<file path="src/rtl/phy_rx.sv">
// Receive-side lane distributor: aligns a byte stream on COM and deinterleaves
// it round-robin into four 8-bit lanes, with lock tracking and an error counter.
module phy_rx #(
   parameter logic [7:0] COM_SYMBOL = 8'hBC,
   parameter int         IDLE_LIMIT = 16,
   parameter int         ERR_WIDTH  = 8
) (
   input  logic                 clk,
   input  logic                 reset,
   input  logic [7:0]           data_in,
   input  logic                 valid_in,
   output logic [7:0]           data_out0,
   output logic [7:0]           data_out1,
   output logic [7:0]           data_out2,
   output logic [7:0]           data_out3,
   output logic                 valid_out,
   output logic                 locked,
   output logic [ERR_WIDTH-1:0] err_count
);

   typedef enum logic [0:0] {
      ST_HUNT   = 1'b0,
      ST_LOCKED = 1'b1
   } state_t;

   localparam logic [7:0]           IDLE_LAST = 8'(IDLE_LIMIT - 1);
   localparam logic [ERR_WIDTH-1:0] ERR_MAX   = {ERR_WIDTH{1'b1}};

   state_t               r_state;
   logic [1:0]           r_cnt;
   logic [7:0]           r_idle;
   logic [7:0]           r_lane0;
   logic [7:0]           r_lane1;
   logic [7:0]           r_lane2;
   logic [7:0]           r_dout0;
   logic [7:0]           r_dout1;
   logic [7:0]           r_dout2;
   logic [7:0]           r_dout3;
   logic                 r_valid_out;
   logic                 r_locked;
   logic [ERR_WIDTH-1:0] r_err;

   logic                 w_is_com;

   // Payload never carries COM, so any valid COM byte is an alignment marker.
   always_comb begin
      w_is_com = 1'b0;
      if (valid_in && (data_in == COM_SYMBOL)) begin
         w_is_com = 1'b1;
      end else begin
         w_is_com = 1'b0;
      end
   end

   always_ff @(posedge clk or posedge reset) begin
      if (reset) begin
         r_state     <= ST_HUNT;
         r_cnt       <= 2'd0;
         r_idle      <= 8'd0;
         r_lane0     <= 8'd0;
         r_lane1     <= 8'd0;
         r_lane2     <= 8'd0;
         r_dout0     <= 8'd0;
         r_dout1     <= 8'd0;
         r_dout2     <= 8'd0;
         r_dout3     <= 8'd0;
         r_valid_out <= 1'b0;
         r_locked    <= 1'b0;
         r_err       <= {ERR_WIDTH{1'b0}};
      end else begin
         r_valid_out <= 1'b0;
         case (r_state)
            ST_HUNT: begin
               if (w_is_com) begin
                  r_state  <= ST_LOCKED;
                  r_locked <= 1'b1;
                  r_cnt    <= 2'd0;
                  r_idle   <= 8'd0;
               end else begin
                  r_locked <= 1'b0;
               end
            end
            ST_LOCKED: begin
               if (!valid_in) begin
                  // Idle timeout drops lock silently; partial group is thrown away.
                  if (r_idle == IDLE_LAST) begin
                     r_state  <= ST_HUNT;
                     r_locked <= 1'b0;
                     r_cnt    <= 2'd0;
                     r_idle   <= 8'd0;
                     r_lane0  <= 8'd0;
                     r_lane1  <= 8'd0;
                     r_lane2  <= 8'd0;
                  end else begin
                     r_idle <= r_idle + 8'd1;
                  end
               end else if (w_is_com) begin
                  r_idle <= 8'd0;
                  if (r_cnt != 2'd0) begin
                     r_cnt   <= 2'd0;
                     r_lane0 <= 8'd0;
                     r_lane1 <= 8'd0;
                     r_lane2 <= 8'd0;
                     if (r_err != ERR_MAX) begin
                        r_err <= r_err + {{(ERR_WIDTH-1){1'b0}}, 1'b1};
                     end else begin
                        r_err <= r_err;
                     end
                  end else begin
                     r_cnt <= 2'd0;
                  end
               end else begin
                  r_idle <= 8'd0;
                  r_cnt  <= r_cnt + 2'd1;
                  case (r_cnt)
                     2'd0: r_lane0 <= data_in;
                     2'd1: r_lane1 <= data_in;
                     2'd2: r_lane2 <= data_in;
                     2'd3: begin
                        r_dout0     <= r_lane0;
                        r_dout1     <= r_lane1;
                        r_dout2     <= r_lane2;
                        r_dout3     <= data_in;
                        r_valid_out <= 1'b1;
                     end
                     default: r_cnt <= 2'd0;
                  endcase
               end
            end
            default: begin
               r_state  <= ST_HUNT;
               r_locked <= 1'b0;
               r_cnt    <= 2'd0;
               r_idle   <= 8'd0;
            end
         endcase
      end
   end

   assign data_out0 = r_dout0;
   assign data_out1 = r_dout1;
   assign data_out2 = r_dout2;
   assign data_out3 = r_dout3;
   assign valid_out = r_valid_out;
   assign locked    = r_locked;
   assign err_count = r_err;

endmodule

</file>
<file path="config.mk">
export PLATFORM = sky130hd
export DESIGN_NAME = phy_rx
export DESIGN_NICKNAME = d
export VERILOG_FILES = /design/src/rtl/phy_rx.sv
export SDC_FILE = /design/constraint.sdc
export NUM_CORES = 1
export LEC_CHECK = 0
export BUFFER_PORTS_ARGS = -buffer_cell sky130_fd_sc_hd__buf_2
export CORE_ASPECT_RATIO = 0.9
export CORE_MARGIN = 8
export CORE_UTILIZATION = 47
export DETAILED_ROUTE_END_ITERATION = 6
export PLACE_DENSITY_LB_ADDON = 0.12
export SLEW_MARGIN = 15
export SYNTH_ARGS = -nofsm -noshare
export SYNTH_HDL_FRONTEND = slang
export SYNTH_SLANG_ARGS = --single-unit
</file>
<file path="constraint.sdc">
create_clock -name clk -period 7 [get_ports clk]
set_clock_uncertainty 0.05 [all_clocks]
set_input_delay 0.7 -clock clk [delete_from_list [all_inputs] [get_ports clk]]
set_output_delay 0.7 -clock clk [all_outputs]
set_load 0.01 [all_outputs]
</file>
# Yosys cells after proc, flatten, opt, wreduce, memory -nomap -nowiden
# Index checks and enable logic that the tools add are counted.
op_classes:
  addsub: 3
  n_eq_ne: 14
  mux: 32
  bitwise: 2
  reduce_logical: 11
op_table:
  columns: ["cell", "n"]
  rows:
  - ["two-way mux 8 bit", 14]
  - ["adder 8 x 1 -> 8 bit (second input constant)", 2]
  - ["case mux 8 bit (2 select lines)", 1]
  - ["AND reduction 4 bit", 4]
  - ["two-way mux 1 bit", 10]
  - ["!= test 3 x 1 -> 1 bit (second input constant)", 3]
  - ["== test 8 x 4 -> 1 bit (second input constant)", 1]
  - ["== test 8 bit (second input constant)", 1]
  - ["two-way mux 2 bit", 4]
  - ["!= test 8 bit (second input constant)", 1]
  - ["!= test 3 x 2 -> 1 bit (second input constant)", 2]
  - ["AND reduction 5 bit", 1]
  - ["== test 2 bit (second input constant)", 2]
  - ["!= test 2 bit (second input constant)", 2]
  - ["case mux 1 bit (2 select lines)", 2]
  - ["case mux 2 bit (2 select lines)", 1]
  - ["AND reduction 2 bit", 2]
  - ["nonzero test 2 bit", 2]
  - ["adder 2 x 1 -> 2 bit (second input constant)", 1]
  - ["== test 2 x 1 -> 1 bit (second input constant)", 1]
  - ["zero test 2 bit", 1]
  - ["!= test 2 x 1 -> 1 bit (second input constant)", 1]
  - ["NOT 1 bit", 2]
  - ["logical AND 1 bit", 1]
word_totals:
  ff_bits: 77
  elab_cells: 75

# Logic depth before layout (Yosys ltp)
logic_depth:
  word_depth: 6
  mapped_depth: 6
  mapped_depth_nobuf: 5

# Worst setup path before layout
# No wires, ideal clock.
synth_path:
  path_type: "input -> register"
  start: "input data_in[2]"
  end: "register r_dout0[3] (netlist: data_out0[3])"
  arrival_time_ps: 1829
  required_ps: 6822
  slack_ps: 4993
  cell_stages: 6
  path_cell_list: "and4b_1 -> buf_4 -> a21oi_4 -> nand3_2 -> buf_2 -> mux2_1"
synth_between:
  elab_chain_cells: 5
synth_lines:
  columns: ["item", "line_no", "text"]
  rows:
  - ["from (decl)", "10", "input logic [7:0] data_in,"]
  - ["== test 8 bit", "48", "if (valid_in && (data_in == COM_SYMBOL)) begin"]
  - ["logical AND 1 bit", "48", null]
  - ["two-way mux 1 bit", "48", null]
  - ["NOT 1 bit (no line)", null, null]
  - ["AND reduction 4 bit (no line)", null, null]
  - ["to (signal assigned)", "120", "r_dout0 <= r_lane0;"]
  - ["to (decl)", "35", "logic [7:0] r_dout0;"]
# Every way passes these cells.
# A chain may end at the register's enable or synchronous reset.

# Worst setup path in the final report
layout_path:
  start: "input data_in[2]"
  end: "register r_dout3[0] (netlist: data_out3[0])"
layout_between:
  elab_chain_cells: 5
layout_lines:
  columns: ["item", "line_no", "text"]
  rows:
  - ["== test 8 bit", "48", null]
  - ["logical AND 1 bit", "48", null]
  - ["two-way mux 1 bit", "48", null]
  - ["NOT 1 bit (no line)", null, null]
  - ["AND reduction 4 bit (no line)", null, null]
  - ["to (signal assigned)", "123", "r_dout3 <= data_in;"]
  - ["to (decl)", "38", "logic [7:0] r_dout3;"]
# Every way passes these cells.

==> impl.org <==
** Power and ir drop
- Of the total power, the share spent switching nets is 26.7%.
- Cell internal pwr :: 0.000785 W
- Of the total power, registers draw 51.3%.
- Clock share of power :: 35.5%
- Static power due to leakage :: 2.10 nW
- The worst-case IR drop observed on VDD is 0.175 mV.
- Power spread over the standard cell area amounts to 276 nW/µm².
- Of the total power, combinational logic draws 13.2%.
- In this run the power spent charging and discharging nets is 0.000285 W.

** Synth
- Synthesized net count :: 269
- In the synthesized netlist the async set-or-reset flop fraction comes to 100%.
- Count of synthesis-stage warnings from yosys :: 0
- Area share of xor/xnor cells in the synthesized design :: 1.85%
- Count of unique library cells instantiated by Yosys :: 42
- Sequential-to-total area share from yosys stat :: 58.0%
- The synthesized netlist devotes 10.3% of its cell area to simple gates.
- Largest family of logic cells by synthesized area :: compound AO/OA/AOI/OAI gates
- A synthesized cell averages 13.2 µm².
- Number of enable flip-flop cells after synthesis :: 0
- Synthesized instance count :: 252
- After synthesis the netlist holds a flip-flop and latch count of 77.
- Post-synthesis mux area share :: 11.5%
- Post-synthesis share of cell area spent on full adders, half adders and majority gates :: 2.26%
- Most used flip-flop cell after synthesis :: sky130_fd_sc_hd__dfrtp_1
- The cell area that synthesis handed to floorplanning was 3320 µm².
- Compound-Gate Fraction of Synth Area :: 13.6%

** Route
- Total wire length :: 6830 µm
- Routed length per instance :: 17.0 µm
- Detailed-route via count :: 2164
- In this run the remaining antenna-violating nets after routing total 0.
- Mean number of vias per cell :: 5.40
- Post-detailed-route DRC marker count :: 0
- Detailed-routing iteration count for the pre-antenna-repair pass :: 4
- Drt initial violations :: 109

** Outcome
- Status :: completed

** Setup path
- The signal on the critical path passes through buf_2 > and4b_1 > a21oi_4 > nand3_2 > mux2_1.
- Data required, critical path :: 7.17 ns
- Slowest CP cell :: sky130_fd_sc_hd__nand3_2
- The worst setup path is of the in -> reg kind.
- In this run the critical register-to-register path is launched from r_state.
- In this design, the stage delay of the slowest critical-path cell is 0.69 ns.
- Crit path DAT :: 2.67 ns
- Critical Path Fanout Max :: 33
- Setup slack of the most critical reg-to-reg path :: 4.70 ns
- In this run the critical register-to-register path is captured at data_out3[0].
- Crit path capture type :: flip-flop
- STA classifies the critical path startpoint as an input pin.
- Depth of the most critical reg-to-reg path :: 2
- The critical path starts at data_in[2].
- Following the worst setup path forward leads to its endpoint at data_out3[0].

** Layout
- Leaving out fill and tap cells, the most frequent cells in the layout are 77 x sky130_fd_sc_hd__dfrtp_1, 52 x sky130_fd_sc_hd__buf_2, 33 x sky130_fd_sc_hd__mux2_1.
- Final-stage net count :: 320
- The number of antenna diodes in the final layout is 0.
- Relative to the synthesized area, the layout overhead comes to 16.7%.
- Share of cells above drive strength 1 :: 26.9%
- Leaving out fill and tap cells, the most frequent cell in the layout is sky130_fd_sc_hd__dfrtp_1.

** Timing
- Derived from the worst setup path, the maximum achievable clock frequency is 0.400 GHz.
- Setup violations remaining at the end of the flow were counted as 0.
- Total negative slack :: 0 ns
- Hold Vio Cnt, Final :: 0
- Setup repair after global routing missed its margin :: no
- In the finished design, the share of the clock period the worst path needs comes to 35.7%.
- At the pin with the least slew margin, the transition time is 0.950 ns.
- Min Clock Period, post-route :: 2.50 ns
- The total count of max-transition violations in the final report is 0.
- Min setup slack post-route :: 4.50 ns
- In this run the tightest slew margin relative to its limit is 36.7%.

** Clock tree
- Buffers from clock root to sink, at most :: 2
- TritonCTS created 9 clock buffers.
- After clock tree synthesis, the clock-pin slew on the worst setup and hold paths is 0.08 ns.
- Quantity of gates resized following cts :: 0
- Clock latency on the worst-skew pair, taken at its later pin, is 0.34 ns.
- Maximum level of the CTS H-tree :: 3
- Root Buffer :: sky130_fd_sc_hd__clkbuf_8
- Post-CTS setup buffer count :: 0
- Clock sinks :: 77
- CTS tree :: built
- Buffers inserted to repair hold after CTS numbered 0.

** Global route
- Global-route congestion overflow total :: 0
- The number of antenna violations at the first check in global routing is 0.
- Pin count of the biggest net entering global routing :: 78
- Via count of the first global-routing pass :: 2260
- The first global-routing pass estimated 11500 µm of wire.
- Overall Global Routing Usage :: 14.5%

** Placement
- OpenSTA, run right after detailed placement, puts the worst setup slack at 4.10 ns.
- Final Wtd Congestion :: 0.759
- Estimated wirelength of the detail-placed design :: 4660 µm
- The count of buffers added on input and output ports is 52.

** Die
- From bottom edge to top edge, the die measures 95.7 µm.
- Once the floorplan was initialized, standard cells occupied 47.7% of the core.
- The floorplan step defined a core boundary enclosing 6970 µm².
- Area of the die :: 10000 µm²
- For this design the top-level I/O count stands at 53.
- The die is 105 µm wide.
- The floorplan has 29 rows.

** Min path
- Tightest Hold Check Type :: reg -> reg

** Flow run
- Max-cap violations in this run came to 0.
-- sequential cells by signal, indices dropped and copies added (netlist names) --
register,flops
r_lane1,8
r_cnt,2
r_idle,8
err_count,8
data_out2,8
r_lane2,8
data_out1,8
r_lane0,8
r_state,1
locked,1
data_out3,8
data_out0,8
valid_out,1
-- routing by layer --
metal  share of wire (%)  vias up  wire (µm)  GRT usage, %
li1                    -     1032          -             -
met1                  50     1069       3390          20.3
met2                  44       55       3010          20.3
met3                 5.3        8        364          5.22
met4                 1.0        0         68          4.98
met5                   0        -          0             0
-- area by class of cell --
cell class	count	area (µm²)
clock buffer	10	138
clock inverter	6	92.6
fill	618	3090
inverter	6	22.5
multi-input combinational	156	1310
sequential	77	1930
tap	93	116
timing repair buffer	53	268
-- power by group through the flow --
stage | registers (W) | logic, W | clock network, W
floorplan | 0.000544 | 0.000108 | 0
global placement | 0.000556 | 0.000139 | 0
detailed placement | 0.000558 | 0.000142 | 0
CTS | 0.000549 | 0.000143 | 0.000392
global route | 0.000559 | 0.000160 | 0.000409
finish | 0.000549 | 0.000141 | 0.000380
-- through the flow --
step | std cells | total power (W) | cell area, µm² | utilization [%] | hold slack, ns
2_1_floorplan | 252 | 0.000652 | 3320 | - | 0.409
3_3_place_gp | 385 | 0.000696 | 3640 | 52.3 | 0.420
3_5_place_dp | 385 | 0.000700 | 3640 | 52.3 | 0.422
4_1_cts | 401 | 0.00108 | 3870 | 55.6 | 0.442
5_1_grt | 401 | 0.00113 | 3870 | 55.6 | 0.460
6_report | 401 | 0.00107 | 3870 | 55.6 | 0.436
-- cells in the mapped netlist (2+ instances only) --
library cell               instances  area (µm²)
sky130_fd_sc_hd__inv_1             6        22.5
sky130_fd_sc_hd__o211ai_4          3        63.8
sky130_fd_sc_hd__a21oi_1           4        20.0
sky130_fd_sc_hd__clkbuf_1          7        26.3
sky130_fd_sc_hd__nand2b_1          2        12.5
sky130_fd_sc_hd__nor2_1            4        15.0
sky130_fd_sc_hd__dfrtp_1          77        1930
sky130_fd_sc_hd__and3_1            6        37.5
sky130_fd_sc_hd__o21ai_0           7        35.0
sky130_fd_sc_hd__nand2_1          13        48.8
sky130_fd_sc_hd__buf_2             4        20.0
sky130_fd_sc_hd__nand4_1           3        18.8
sky130_fd_sc_hd__mux2_1           33         372
sky130_fd_sc_hd__ha_1              6        75.1
sky130_fd_sc_hd__a31oi_1           3        18.8
sky130_fd_sc_hd__a22o_1           26         228
sky130_fd_sc_hd__nand3_1           9        45.0
sky130_fd_sc_hd__o22ai_1           2        12.5
sky130_fd_sc_hd__nor4_1            4        25.0
sky130_fd_sc_hd__xor2_1            7        61.3
sky130_fd_sc_hd__nor3_1            5        25.0
-- cell families (layout without fill, tap and decap cells) --
| family | Yosys count | count (layout) |
|---|---|---|
| xor gates and xnor gates | 7 | 7 |
| DFF | 77 | 77 |
| and+or+nand+nor | 57 | 57 |
| AOI/OAI and AO/OA | 52 | 52 |
| buffers and inverters | 19 | 75 |
| adders and majority gates | 6 | 6 |
| muxes | 34 | 34 |
-- worst min path at each step --
stage / from / end / slack (ns) / cells after the start
finish: err_count[6] / err_count[6] / 0.44 / 1
global route: err_count[6] / err_count[6] / 0.46 / 1
CTS: err_count[6] / err_count[6] / 0.44 / 1
detailed placement: r_lane2[4] / data_out2[4] / 0.42 / 1
global placement: data_out0[6] / data_out0[6] / 0.42 / 1
floorplan: r_lane0[0] / data_out0[0] / 0.41 / 1
-- critical path, delay by kind of cell --
| kind | cells | cell delay, ns |
|---|---|---|
| simple gates | 2 | 0.99 |
| mux | 1 | 0.61 |
| compound gates | 1 | 0.21 |
| buf+inv | 1 | 0.14 |
Note: power is estimated with default switching activity, not from simulation.
